<file path="src/rtl/freqdiv_pkg.sv">
// Shared definitions for the frequency divider / clock ratio detector family:
// measurement FSM state encoding, default counter width and small helpers.
package freqdiv_pkg;

    // Default width of the period / high-time counters.
    localparam int DEF_CNT_W = 8;

    // Measurement FSM states. Encoding is fixed so that benches of the
    // frequency divider can decode the state when probing it.
    typedef enum logic [1:0] {
        IDLE    = 2'd0,
        ACQUIRE = 2'd1,
        MEASURE = 2'd2
    } fsm_state_e;

    // Bits needed to hold a match count in 0 .. lock_count-1.
    // Never returns less than 1, so a LOCK_COUNT of 1 still yields a legal vector.
    function automatic int unsigned match_width(input int unsigned lock_count);
        int unsigned w;
        w = 32'd1;
        while ((32'd1 << w) < lock_count) begin
            w = w + 32'd1;
        end
        return w;
    endfunction

    // Saturating increment of a match count against a top value.
    function automatic logic [31:0] sat_inc(input logic [31:0] value,
                                            input logic [31:0] top);
        logic [31:0] res;
        if (value >= top) begin
            res = top;
        end else begin
            res = value + 32'd1;
        end
        return res;
    endfunction

endpackage

</file>
<file path="src/rtl/sync_edge_detect.sv">
// Brings the asynchronous divided clock into the clk domain through a
// multi-flop synchronizer and flags the rising edges of the synced copy.
module sync_edge_detect #(
    parameter int SYNC_STAGES = 2
) (
    input  logic i_clk,
    input  logic i_rst_n,
    input  logic i_async,
    output logic o_s,
    output logic o_rise
);

    logic [SYNC_STAGES-1:0] r_sync;
    logic                   r_s_d;
    logic                   w_s;

    // Synchronizer chain plus the one-cycle delayed copy used for edge detection.
    always_ff @(posedge i_clk or negedge i_rst_n) begin
        if (!i_rst_n) begin
            r_sync <= '0;
            r_s_d  <= 1'b0;
        end else begin
            r_sync <= {r_sync[SYNC_STAGES-2:0], i_async};
            r_s_d  <= r_sync[SYNC_STAGES-1];
        end
    end

    assign w_s    = r_sync[SYNC_STAGES-1];
    assign o_s    = w_s;
    assign o_rise = w_s & ~r_s_d;

endmodule

</file>
<file path="src/rtl/clock_ratio_detector.sv">
// Measures a divided clock against the master clock: recovers the division
// ratio (rising-to-rising interval) and the high time, both in clk cycles,
// and reports lock once the same period has been seen repeatedly.
module clock_ratio_detector
    import freqdiv_pkg::*;
#(
    parameter int CNT_W       = DEF_CNT_W,
    parameter int SYNC_STAGES = 2,
    parameter int LOCK_COUNT  = 4
) (
    input  logic             i_clk,
    input  logic             i_rst_n,
    input  logic             i_enable,
    input  logic             i_div_clk_in,
    output logic [CNT_W-1:0] o_period,
    output logic [CNT_W-1:0] o_high_time,
    output logic             o_period_valid,
    output logic             o_locked,
    output logic             o_overflow
);

    localparam int unsigned     MATCH_W   = match_width(LOCK_COUNT);
    localparam logic [31:0]     TOP_32    = 32'(LOCK_COUNT - 1);
    localparam logic [MATCH_W-1:0] MATCH_TOP = MATCH_W'(LOCK_COUNT - 1);
    localparam logic [CNT_W-1:0] CNT_MAX  = {CNT_W{1'b1}};
    localparam logic [CNT_W-1:0] CNT_ONE  = CNT_W'(1);
    localparam logic [CNT_W-1:0] CNT_ZERO = {CNT_W{1'b0}};

    // Synchronized input and its rising-edge strobe.
    logic w_s;
    logic w_rise;

    // FSM state and measurement counters.
    fsm_state_e         r_state;
    logic [CNT_W-1:0]   r_cnt;
    logic [CNT_W-1:0]   r_hcnt;

    // Output and lock bookkeeping registers.
    logic [CNT_W-1:0]   r_period;
    logic [CNT_W-1:0]   r_high_time;
    logic               r_period_valid;
    logic               r_locked;
    logic               r_overflow;
    logic [MATCH_W-1:0] r_match;
    // Set once a period has been captured since the last (re)acquisition, so the
    // first interval of a fresh measurement is never compared with a stale one.
    logic               r_have_prev;

    // Next-value helpers for the capture path.
    logic [CNT_W-1:0]   w_s_ext;
    logic               w_period_eq;
    logic [MATCH_W-1:0] w_match_next;
    logic               w_locked_next;

    sync_edge_detect #(
        .SYNC_STAGES (SYNC_STAGES)
    ) u_sync_edge (
        .i_clk   (i_clk),
        .i_rst_n (i_rst_n),
        .i_async (i_div_clk_in),
        .o_s     (w_s),
        .o_rise  (w_rise)
    );

    assign w_s_ext = {{(CNT_W-1){1'b0}}, w_s};

    // Lock evaluation for the interval that closes on the current rise.
    always_comb begin
        w_period_eq   = 1'b0;
        w_match_next  = {MATCH_W{1'b0}};
        w_locked_next = 1'b0;
        if (r_have_prev && (r_cnt == r_period)) begin
            w_period_eq   = 1'b1;
            w_match_next  = MATCH_W'(sat_inc(32'(r_match), TOP_32));
            w_locked_next = r_locked | (w_match_next == MATCH_TOP);
        end else begin
            w_period_eq   = 1'b0;
            w_match_next  = {MATCH_W{1'b0}};
            w_locked_next = 1'b0;
        end
    end

    // Measurement FSM: counters, captures, lock tracking and overflow detection.
    always_ff @(posedge i_clk or negedge i_rst_n) begin
        if (!i_rst_n) begin
            r_state        <= IDLE;
            r_cnt          <= CNT_ZERO;
            r_hcnt         <= CNT_ZERO;
            r_period       <= CNT_ZERO;
            r_high_time    <= CNT_ZERO;
            r_period_valid <= 1'b0;
            r_locked       <= 1'b0;
            r_overflow     <= 1'b0;
            r_match        <= {MATCH_W{1'b0}};
            r_have_prev    <= 1'b0;
        end else if (!i_enable) begin
            // Disabling drops any interval in flight; period/high_time keep their value.
            r_state        <= IDLE;
            r_cnt          <= CNT_ZERO;
            r_hcnt         <= CNT_ZERO;
            r_period_valid <= 1'b0;
            r_locked       <= 1'b0;
            r_overflow     <= 1'b0;
            r_match        <= {MATCH_W{1'b0}};
            r_have_prev    <= 1'b0;
        end else begin
            case (r_state)
                IDLE: begin
                    r_cnt          <= CNT_ZERO;
                    r_hcnt         <= CNT_ZERO;
                    r_period_valid <= 1'b0;
                    r_state        <= ACQUIRE;
                end

                ACQUIRE: begin
                    // The interval before the first rise is partial and is discarded.
                    r_period_valid <= 1'b0;
                    if (w_rise) begin
                        r_cnt   <= CNT_ONE;
                        r_hcnt  <= w_s_ext;
                        r_state <= MEASURE;
                    end else begin
                        r_cnt   <= CNT_ZERO;
                        r_hcnt  <= CNT_ZERO;
                        r_state <= ACQUIRE;
                    end
                end

                MEASURE: begin
                    if (w_rise) begin
                        // A rise wins over counter saturation in the same cycle.
                        r_period       <= r_cnt;
                        r_high_time    <= r_hcnt;
                        r_period_valid <= 1'b1;
                        r_match        <= w_match_next;
                        r_locked       <= w_locked_next;
                        r_have_prev    <= 1'b1;
                        r_cnt          <= CNT_ONE;
                        r_hcnt         <= w_s_ext;
                        r_state        <= MEASURE;
                    end else if (r_cnt == CNT_MAX) begin
                        // Interval too long to represent: flag it and start over.
                        r_period_valid <= 1'b0;
                        r_overflow     <= 1'b1;
                        r_locked       <= 1'b0;
                        r_match        <= {MATCH_W{1'b0}};
                        r_have_prev    <= 1'b0;
                        r_cnt          <= CNT_ZERO;
                        r_hcnt         <= CNT_ZERO;
                        r_state        <= ACQUIRE;
                    end else begin
                        // hcnt never exceeds cnt, so it cannot wrap on its own.
                        r_period_valid <= 1'b0;
                        r_cnt          <= r_cnt + CNT_ONE;
                        r_hcnt         <= r_hcnt + w_s_ext;
                        r_state        <= MEASURE;
                    end
                end

                default: begin
                    r_period_valid <= 1'b0;
                    r_cnt          <= CNT_ZERO;
                    r_hcnt         <= CNT_ZERO;
                    r_state        <= IDLE;
                end
            endcase
        end
    end

    assign o_period       = r_period;
    assign o_high_time    = r_high_time;
    assign o_period_valid = r_period_valid;
    assign o_locked       = r_locked;
    assign o_overflow     = r_overflow;

endmodule

</file>
<file path="config.mk">
export PLATFORM = sky130hd
export DESIGN_NAME = clock_ratio_detector
export DESIGN_NICKNAME = d
export VERILOG_FILES = /design/src/rtl/freqdiv_pkg.sv /design/src/rtl/sync_edge_detect.sv /design/src/rtl/clock_ratio_detector.sv
export SDC_FILE = /design/constraint.sdc
export NUM_CORES = 1
export LEC_CHECK = 0
export CAP_MARGIN = 5
export CORE_ASPECT_RATIO = 0.5
export CORE_UTILIZATION = 30
export CTS_BUF_LIST = sky130_fd_sc_hd__clkbuf_4 sky130_fd_sc_hd__clkbuf_8
export DETAILED_ROUTE_END_ITERATION = 8
export GPL_TIMING_DRIVEN = 0
export PLACE_DENSITY = 0.5
export SLEW_MARGIN = 20
export SYNTH_ARGS = -nofsm -noshare
export SYNTH_HDL_FRONTEND = slang
export SYNTH_HIERARCHICAL = 1
export SYNTH_SLANG_ARGS = --single-unit
</file>
<file path="constraint.sdc">
create_clock -name i_clk -period 3.9 [get_ports i_clk]
set_input_delay 0.975 -clock i_clk [delete_from_list [all_inputs] [get_ports i_clk]]
set_output_delay 0.975 -clock i_clk [all_outputs]
set_load 0.05 [all_outputs]
</file>
# --- Word level (Yosys, flattened, before mapping) ---
# Index checks and enable logic that the tools add are counted.
word_totals:
  reg_bits: 43
  input_bits: 4
  output_inout_bits: 19
classes:
  add_sub_neg: 3
  order_cmp: 1
  n_eq_ne: 9
  mux: 37
  bitwise_logic: 3
  reduce_logical: 5
op_table:
  columns: ["operator", "n"]
  rows:
  - ["8-bit two-way mux", 6]
  - ["8-bit one-hot mux with 2 select lines", 2]
  - ["2-bit two-way mux", 11]
  - ["1-bit two-way mux", 17]
  - ["8-bit by 1-bit adder with 8-bit output", 1]
  - ["8-bit by 1-bit adder with 8-bit output, second input constant", 1]
  - ["8-bit == test", 1]
  - ["8-bit == test, second input constant", 1]
  - ["2-bit one-hot mux with 3 select lines", 1]
  - ["3-bit AND reduction", 2]
  - ["2-bit == test, second input constant", 2]
  - ["2-bit by 1-bit inequality test with 1-bit output, second input constant", 2]
  - ["3-bit by 1-bit inequality test with 1-bit output, second input constant", 1]
  - ["2-bit by 1-bit adder with 2-bit output, second input constant", 1]
  - ["2-bit by 1-bit == test with 1-bit output, second input constant", 1]
  - ["2-bit greater-or-equal comparator, second input constant", 1]
  - ["2-bit zero test", 1]
  - ["2-bit inequality test, second input constant", 1]
  - ["2-bit AND reduction", 1]
  - ["1-bit AND", 1]
  - ["1-bit logical AND", 1]
  - ["1-bit NOT", 1]
  - ["1-bit OR", 1]

# --- Logic depth before layout (Yosys ltp) ---
logic_depth:
  word_depth: 9
  ltp_mapped: 8

# --- By module ---
# Netlist, hierarchy kept.
modules_own_cells:
  columns: ["module", "n_inst", "cells_per_inst", "area_per_inst_um2", "seq_area_each_um2"]
  rows:
  - ["clock_ratio_detector", 1, 159, 1904.3, 1001.0]
  - ["sync_edge_detect", 1, 4, 88.8, 75.1]

# --- Least setup slack after synthesis ---
# Ideal clock, no wire load.
synth_path:
  kind: "input to register"
  from: "in i_enable"
  to: "reg r_high_time[5], in the netlist o_high_time[5]"
  setup_ns: 0.125
  arrival_ns: 1.783
  slack_ns: 1.992
  cell_stages: 4
  path_buffers: 2
  path_cell_list: "buf_4 -> nand3_4 -> buf_2 -> mux2_2"
synth_between:
  elab_chain_len: 1
synth_rtl:
  columns: ["item", "line", "text"]
  rows:
  - ["start: declaration", "clock_ratio_detector.sv:13", "input logic i_enable,"]
  - ["3-bit AND reduction (no source line)", null, null]
  - ["end signal: assignment", "clock_ratio_detector.sv:133", "r_high_time <= r_hcnt;"]
  - ["end: declaration", "clock_ratio_detector.sv:40", "logic [CNT_W-1:0] r_high_time;"]
# No other way between the ends.
# A chain may end at the register's enable or synchronous reset.

# --- Worst setup path after layout ---
layout_path:
  from: "reg r_period[7], in the netlist o_period[7]"
  to: "out o_period[7]"
layout_lines:
  columns: ["item", "line", "text"]
  rows:
  - ["start: declaration", "clock_ratio_detector.sv:39", "logic [CNT_W-1:0] r_period;"]
  - ["start signal: assignment", "clock_ratio_detector.sv:132", "r_period <= r_cnt;"]
  - ["end: declaration", "clock_ratio_detector.sv:15", "output logic [CNT_W-1:0] o_period,"]
# No word-level cell between the ends.

==> flow_metrics.env <==
export IMPL_overflow=0
export IMPL_synth_warnings=6
export IMPL_yosysSeqAreaShare_pct=54.0
export IMPL_reg2regPathDepth=6
export IMPL_grt_max_degree=26
export IMPL_cp_start_kind="flop"
export IMPL_wl_um=3590
export IMPL_critPathMaxStageDelay_ns=0.81
export IMPL_crit_required_ns=2.92
export IMPL_dieHeight_um=59.6
export IMPL_synth_edf_count=0
export IMPL_die_w_um=117
export IMPL_antennaDiodeCount=0
export IMPL_syn_area_per_cell_um2=12.2
export IMPL_syn_inst=163
export IMPL_worstSetupPathType="reg2out"
export IMPL_crit_path_top_delay_cell="clkdlybuf4s50_1"
export IMPL_max_freq_mhz=405
export IMPL_synth_area_um2=1990
export IMPL_synth_top_family_by_area="simple AND/OR/NAND/NOR gates"
export IMPL_synthArstFlopShare_pct=100
export IMPL_drc=0
export IMPL_synth_nets=174
export IMPL_clock_path_buffers=2
export IMPL_crit_cells=1
export IMPL_hold_buffers=0
export IMPL_setup_viol=0
export IMPL_rsz0062_at_grt="false"
export IMPL_slew_headroom_pct=58.1
export IMPL_gp_congestion=0.728
export IMPL_cts_htree_levels=2
export IMPL_fin_ws_ns=1.43
export IMPL_cts_root_buffer="clkbuf_8"
export IMPL_grt_pass1_wl_um=5980
export IMPL_grt_total_usage_pct=11.7
export IMPL_synth_adder_area_share_pct=4.39
export IMPL_finalPower_uw=849
export IMPL_clkSinkCount=43
export IMPL_synth_xor_area_share_pct=8.79
export IMPL_core_um2=6230
export IMPL_vias=1266
export IMPL_worstHoldPathType="reg2reg"
export IMPL_ctsResizeCount=0
export IMPL_initial_core_util_pct=32.0
export IMPL_critical_path_startpoint="o_period[7]"
export IMPL_clock_skew_ns=0.00600
export IMPL_path_max_fanout=3
export IMPL_drtIter0Drc=37
export IMPL_cp_end_kind="primary output"
export IMPL_placementRows=20
export IMPL_power_density_nw_per_um2=346
export IMPL_period_share_pct=63.3
export IMPL_clk_pin_slew_worst_paths_ns=0.08
export IMPL_clk_insertion_delay_late_ns=0.29
export IMPL_cts_tree="done"
export IMPL_drive_above_1_share_pct=21.2
export IMPL_cp_num_buf_inv=1
export IMPL_synth_ff_type="dfrtp_1"
export IMPL_ys_ff_latch=43
export IMPL_period_needed_ns=2.47
export IMPL_wl_per_cell_um=12.8
export IMPL_cts_buffers=5
export IMPL_setup_tns_ns=0
export IMPL_vias_per_cell=4.51
export IMPL_grt_pass1_vias=1211
export IMPL_dp_hpwl_um=2610
export IMPL_num_io_pins=23
export IMPL_synth_compound_area_share_pct=5.84
export IMPL_r2r_end="o_period[1]"
export IMPL_synthDistinctLibCells=35
export IMPL_syn_to_final_growth_pct=23.1
export IMPL_pre_cts_ws_ns=1.74
export IMPL_fin_nets=203
export IMPL_die_area_um2=6990
export IMPL_ir_drop_uv=118
export IMPL_reg2reg_from="r_state[0]"
export IMPL_r2r_slack_ns=2.14
export IMPL_p_leak_nw=1.15
export IMPL_crit_family="buffers and inverters"
export IMPL_path_cells="clkdlybuf4s50_1"
export IMPL_drv_slew=0
export IMPL_synthSimpleGateAreaFrac_pct=14.2
export IMPL_drtPass1Iterations=4
export IMPL_fin_util_pct=39.4
export IMPL_status="completed"
export IMPL_synth_mux_area_share_pct=9.54
export IMPL_worst_pin_slew_ns=0.628
export IMPL_critPathArrivalTime_ns=1.50
export IMPL_ant_nets=0
export IMPL_cap_viol_max_count=0
export IMPL_hold_violations=0
export IMPL_cts_setup_buffers=0
export IMPL_portBuffers=21
export IMPL_antenna_found_initial=0
export IMPL_crit_path_end="o_period[7]"
cell usage in the layout (no fill, tap or decap), types with 2 or more instances in the layout:
cell type	n
xor2_1	17
o21ai_0	2
a21oi_1	4
nand4_1	3
buf_2	5
xnor2_1	3
dfrtp_1	43
nand3_1	9
ha_1	7
buf_4	2
a41oi_1	2
nand2_1	3
and3_1	4
nand2b_1	2
clkdlybuf4s50_1	20
nor2b_1	2
mux2_2	16
nor2_1	15
inv_1	8
clkbuf_8	6
where the power goes:
group | internal, mW | switching, mW | total [mW]
Combinational | 0.0162 | 0.0250 | 0.0412
Clock | 0.207 | 0.147 | 0.354
Sequential | 0.450 | 0.00383 | 0.454
Total | 0.673 | 0.176 | 0.849
per-stage QoR:
stage	cells	cell area, um^2	hold slack, ns
6_report	281	2450	0.358
5_1_grt	281	2450	0.381
4_1_cts	281	2450	0.363
2_1_floorplan	163	1990	0.331
3_5_place_dp	273	2340	0.344
3_3_place_gp	272	2310	0.339
cells by family (layout without fill, tap and decap cells):
group	count (synthesis)	after routing
multiplexers	17	17
AND/OR/NAND/NOR	46	46
flip-flops	43	43
buffers and inverters	14	44
adder cells (fa/ha/maj)	7	7
AO/OA/AOI/OAI	16	16
XOR/XNOR	20	20
state kept, by name (all words and copies together), names as in the netlist:
signal	cells
o_high_time	8
o_period	8
r_cnt	8
r_hcnt	8
r_match	2
r_state	2
u_sync_edge/r_sync	2
o_locked	1
o_overflow	1
o_period_valid	1
r_have_prev	1
u_sync_edge/r_s_d	1
metal layers:
layer | global-route usage [%] | wire [um] | vias to the layer above | share of wire (%)
li1 | - | - | 618 | -
met1 | 17.0 | 1890 | 626 | 53
met2 | 16.6 | 1520 | 20 | 42
met3 | 3.78 | 145 | 2 | 4.0
met4 | 3.25 | 27 | 0 | 0.75
met5 | 0 | 0 | - | 0
cells in the mapped netlist (3+ instances only):
cell / number / area share (%)
a21oi_1: 4 / 1.0
and3_1: 4 / 1.3
buf_2: 4 / 1.0
dfrtp_1: 43 / 54
ha_1: 7 / 4.4
inv_1: 8 / 1.5
mux2_2: 16 / 9.0
nand2_1: 3 / 0.56
nand3_1: 9 / 2.3
nand4_1: 3 / 0.94
nor2_1: 15 / 2.8
xnor2_1: 3 / 1.3
xor2_1: 17 / 7.5
layout make-up:
| type | instances | area [um^2] |
|---|---|---|
| multi-input cells | 106 | 852 |
| inverters | 8 | 30.0 |
| plain buffers | 6 | 35.0 |
| repair buffers | 22 | 233 |
| flip-flops and latches | 43 | 1080 |
| well taps | 88 | 110 |
| clock inverters | 2 | 35.0 |
| fillers | 617 | 3780 |
| clock buffers | 6 | 82.6 |
worst min-delay path by stage:
| stage | from | endpoint | slack, ns | cells after the start |
|---|---|---|---|---|
| after floorplan | u_sync_edge/r_sync[0] | u_sync_edge/r_sync[1] | 0.33 | 0 |
| after global placement | u_sync_edge/r_sync[0] | u_sync_edge/r_sync[1] | 0.34 | 0 |
| after detailed placement | u_sync_edge/r_sync[0] | u_sync_edge/r_sync[1] | 0.34 | 0 |
| after CTS | u_sync_edge/r_sync[0] | u_sync_edge/r_sync[1] | 0.36 | 0 |
| after global routing | u_sync_edge/r_sync[0] | u_sync_edge/r_sync[1] | 0.38 | 0 |
| final | u_sync_edge/r_sync[0] | u_sync_edge/r_sync[1] | 0.36 | 0 |
Note: power is estimated with default switching activity, not from simulation.
